### src/rtl/button_counter.sv
// Two-button up/down event counter.
// Each raw button is synchronised into clk, debounced by a qualification
// counter, and turned into a one-cycle press strobe on an accepted rising
// level. The strobes then step a WIDTH-bit wrapping count; wrap flags the
// all-ones <-> zero transition in either direction.
module button_counter #(
    parameter int DB_CYCLES = 16,
    parameter int WIDTH     = 16
) (
    input  logic             clk,
    input  logic             reset,
    input  logic             btn_inc,
    input  logic             btn_dec,
    output logic [WIDTH-1:0] count,
    output logic             inc_pulse,
    output logic             dec_pulse,
    output logic             wrap
);

    // Qualification counter width; at least one bit even for DB_CYCLES = 2.
    localparam int CW = (DB_CYCLES > 2) ? $clog2(DB_CYCLES) : 1;
    localparam logic [CW-1:0] QUAL_MAX = CW'(DB_CYCLES - 1);

    // Index 0 is the increment button, index 1 the decrement button.
    logic [1:0] btn_raw;
    logic [1:0] press_pulse;

    assign btn_raw = {btn_dec, btn_inc};

    genvar gi;
    generate
        for (gi = 0; gi < 2; gi++) begin : g_btn
            logic          s1_reg;
            logic          s2_reg;
            logic          stable_reg;
            logic          pulse_reg;
            logic [CW-1:0] qual_cnt_reg;

            // Two-flop synchroniser for the asynchronous button input.
            always_ff @(posedge clk) begin
                if (reset) begin
                    s1_reg <= 1'b0;
                    s2_reg <= 1'b0;
                end else begin
                    s1_reg <= btn_raw[gi];
                    s2_reg <= s1_reg;
                end
            end

            // Debouncer: a new level is accepted only after DB_CYCLES
            // consecutive differing samples; any agreeing sample restarts it.
            // The press strobe fires on the edge the accepted level goes high.
            always_ff @(posedge clk) begin
                if (reset) begin
                    stable_reg   <= 1'b0;
                    qual_cnt_reg <= '0;
                    pulse_reg    <= 1'b0;
                end else begin
                    pulse_reg <= 1'b0;
                    if (s2_reg == stable_reg) begin
                        qual_cnt_reg <= '0;
                    end else if (qual_cnt_reg == QUAL_MAX) begin
                        stable_reg   <= s2_reg;
                        qual_cnt_reg <= '0;
                        pulse_reg    <= s2_reg;
                    end else begin
                        qual_cnt_reg <= qual_cnt_reg + CW'(1);
                    end
                end
            end

            assign press_pulse[gi] = pulse_reg;
        end
    endgenerate

    assign inc_pulse = press_pulse[0];
    assign dec_pulse = press_pulse[1];

    logic [WIDTH-1:0] count_reg;
    logic             wrap_reg;

    // Count update from the registered strobes; simultaneous presses cancel.
    always_ff @(posedge clk) begin
        if (reset) begin
            count_reg <= '0;
            wrap_reg  <= 1'b0;
        end else begin
            wrap_reg <= 1'b0;
            case (press_pulse)
                2'b01: begin
                    count_reg <= count_reg + WIDTH'(1);
                    wrap_reg  <= &count_reg;
                end
                2'b10: begin
                    count_reg <= count_reg - WIDTH'(1);
                    wrap_reg  <= ~|count_reg;
                end
                default: ;
            endcase
        end
    end

    assign count = count_reg;
    assign wrap  = wrap_reg;

endmodule

### config.mk
export PLATFORM = sky130hd
export DESIGN_NAME = button_counter
export DESIGN_NICKNAME = d
export VERILOG_FILES = /design/src/rtl/button_counter.sv
export SDC_FILE = /design/constraint.sdc
export NUM_CORES = 1
export LEC_CHECK = 0
export CAP_MARGIN = 20
export CORE_ASPECT_RATIO = 0.5
export CORE_MARGIN = 4
export CORE_UTILIZATION = 40
export DETAILED_ROUTE_END_ITERATION = 8
export SKIP_CTS_REPAIR_TIMING = 1
export SYNTH_ARGS = -nofsm -noshare
export SYNTH_HDL_FRONTEND = slang
export SYNTH_SLANG_ARGS = --single-unit
### constraint.sdc
create_clock -name clk -period 3.44 [get_ports clk]
set_clock_uncertainty 0.15 [all_clocks]
set_input_delay 1.032 -clock clk [delete_from_list [all_inputs] [get_ports clk]]
set_output_delay 1.032 -clock clk [all_outputs]
set_load 0.02 [all_outputs]
==> impl_metrics.ini <==
[synthesis]
ys_warn_count = 0
syn_inst = 292
yosys_most_used_dff = dfxtp_1
async_reset_ff_share_pct = 0
synth_edf_count = 0
syn_area_um2 = 2302
yosysUniqueCellTypes = 63
ys_ff_latch = 33
synth_fp_nets = 302
ys_seq_area_share_pct = 28.70
syn_area_per_cell_um2 = 7.884

[die]
io-pin-count = 23
num_rows = 19
dieArea_um2 = 7107
fp.dieH_um = 61.65
core_area_um2 = 5515
die_w_um = 115.3
start_util_pct = 41.74

[grt]
grt_antenna_before_repair = 0
grt_pass1_vias = 1990
grt_pass1_wl_um = 9846
grt_overflow = 0
grt_usage_pct = 17.68
grt_max_degree = 28

[pwr]
leakagePower_nw = 0.9012
vdd_ir_drop_max_mv = 0.2229
powerDensity_nw_per_um2 = 375.4
finalPower_w = 0.001017

[critical_path]
cp_max_fo = 20
cp_data_arrival_time_ns = 1.77
crit_path_top_delay_cell = dfxtp_1
critPathRequiredTime_ns = 2.26
critPathMaxStageDelay_ns = 0.76
end_kind = output pin
cp_cell_sequence = clkdlybuf4s50_1
startpoint_type = flip-flop
critPathTopFamily = flip-flops
path_class = reg -> out
path_buf_inv = 1

[sta]
period_share_pct = 85.84
finalMaxSlewViolations = 0
finalHoldViolCount = 0
rsz0062_at_grt = no
relSlewSlack_pct = 53.88
fin_tns_setup_ns = 0
setup_viol = 0
period_needed_ns = 2.953
finalWorstSetupSlack_ns = 0.4871
tightest_slew_ns = 0.6909
holdWs_ns = 0.2878
fmax_ghz = 0.3387

[detailed_routing]
viasPerCell = 5.874
wirelength_um = 5867
ant_nets = 0
wire_per_inst_um = 15.73
via_count = 2191
first_pass_iters = 4
dr.first_iter.drc_count = 194
drc = 0

[cells_and_area]
layout.nets = 309
register_area_um2 = 660.6
multiInputGateArea_um2 = 1490
largest_reg_flops = 16
final_layout_size_suffix_gt1_share_pct = 10.00
diodes = 0
area_growth_pct = 17.72
layout_common_cells = nor2_1 (33), dfxtp_1 (33), nand2_1 (22), clkdlybuf4s50_1 (22), nor3_1 (14)
n_fill_cell = 551

[clocking]
path_clk_slew_ns = 0.05
numClockSinks = 33
cts_buffers = 5
cts_max_path_buffers = 2
tritoncts = built
cts-root-buf = clkbuf_16
clkLatencyLatePin_ns = 0.28
cts_max_level = 2

[flow_run]
max-cap-violations = 0

[outcome]
status = finished, final reports clean

[placed_design]
place.port_buffers = 22
dp_slack_ns = 0.5160
routabilityCongestion = 0.8429
dp_hpwl_um = 4096

[min_path]
hp-class = reg -> reg
[Yosys cell counts, drive strengths merged, types with 3 or more instances]
| master | instances | area [um2] |
|---|---|---|
| and3b | 4 | 35.03 |
| a211oi | 3 | 22.52 |
| nand2 | 22 | 82.58 |
| a22oi | 4 | 30.03 |
| a31oi | 4 | 25.02 |
| o21ai | 13 | 68.82 |
| nor3b | 3 | 22.52 |
| a21oi | 11 | 58.81 |
| clkbuf | 14 | 52.55 |
| xnor2 | 10 | 87.58 |
| buf | 14 | 70.07 |
| o211ai | 3 | 22.52 |
| nor2b | 13 | 81.33 |
| nand4 | 4 | 25.02 |
| mux2 | 5 | 56.30 |
| dfxtp | 33 | 660.6 |
| xor2 | 4 | 35.03 |
| ha | 6 | 75.07 |
| inv | 5 | 18.77 |
| or3 | 6 | 37.54 |
| nand3 | 8 | 40.04 |
| nor2 | 33 | 123.9 |
| nor3 | 14 | 70.07 |
| mux2i | 3 | 30.03 |
| nor4 | 8 | 71.32 |
[layer usage]
metal | wire length [um] | GRT usage [%] | part of all wire [%]
met1 | 2735 | 25.13 | 47
met2 | 2511 | 25.58 | 43
met3 | 584 | 5.692 | 10
met4 | 36 | 5.184 | 0.61
met5 | 0 | 0 | 0
[worst register-to-register path, delay by kind of cell (launching register included)]
kind                       cells  cell delay [ns]
AOI/OAI and AO/OA              4             0.94
adders and majority gates      1             0.34
buffers and inverters          2             0.35
DFF                            1             0.35
muxes                          1             0.36
and+or+nand+nor                1             0.31
[stage by stage]
stage / instances / utilization [%] / cell area, um2
floorplan: 292 / - / 2302
global placement: 365 / 45.94 / 2534
detailed placement: 365 / 45.94 / 2534
CTS: 373 / 49.14 / 2710
global route: 373 / 49.14 / 2710
finish: 373 / 49.14 / 2710
[worst paths after layout]
| path | slack (ns) | cells after the start | from | endpoint |
|---|---|---|---|---|
| min | 0.29 | 1 | g_btn[1].s1_reg | g_btn[1].s2_reg |
| max reg2reg | 0.52 | 9 | inc_pulse | count[15] |
| min reg2reg | 0.29 | 1 | g_btn[1].s1_reg | g_btn[1].s2_reg |
| max | 0.49 | 1 | count[7] | count[7] |
[cell type report]
| type | count | area share (%) |
|---|---|---|
| Sequential cell | 33 | 24.38 |
| Multi-Input combinational cell | 225 | 54.99 |
| Clock buffer | 6 | 5.125 |
| Inverter | 5 | 0.6925 |
| Timing Repair Buffer | 29 | 10.06 |
| Clock inverter | 2 | 1.385 |
| Tap cell | 73 | 3.370 |
[logic make-up after synthesis]
logic type      share of synthesized area (%)
flops                                   28.70
fa+ha+maj                               3.261
mux                                     3.750
simple gates                            32.39
buf+inv                                 6.576
xor+xnor                                5.326
compound gates                          20.00
[report_power, final]
group | internal, W | total (W) | leakage (nW) | switching [W]
logic | 0.0000331 | 0.0000650 | 0.551 | 0.0000320
clock network | 0.000362 | 0.000542 | 0.0831 | 0.000180
registers | 0.000390 | 0.000411 | 0.268 | 0.0000202
total | 0.000785 | 0.00102 | 0.901 | 0.000232
(Power assumes the default switching activity.)
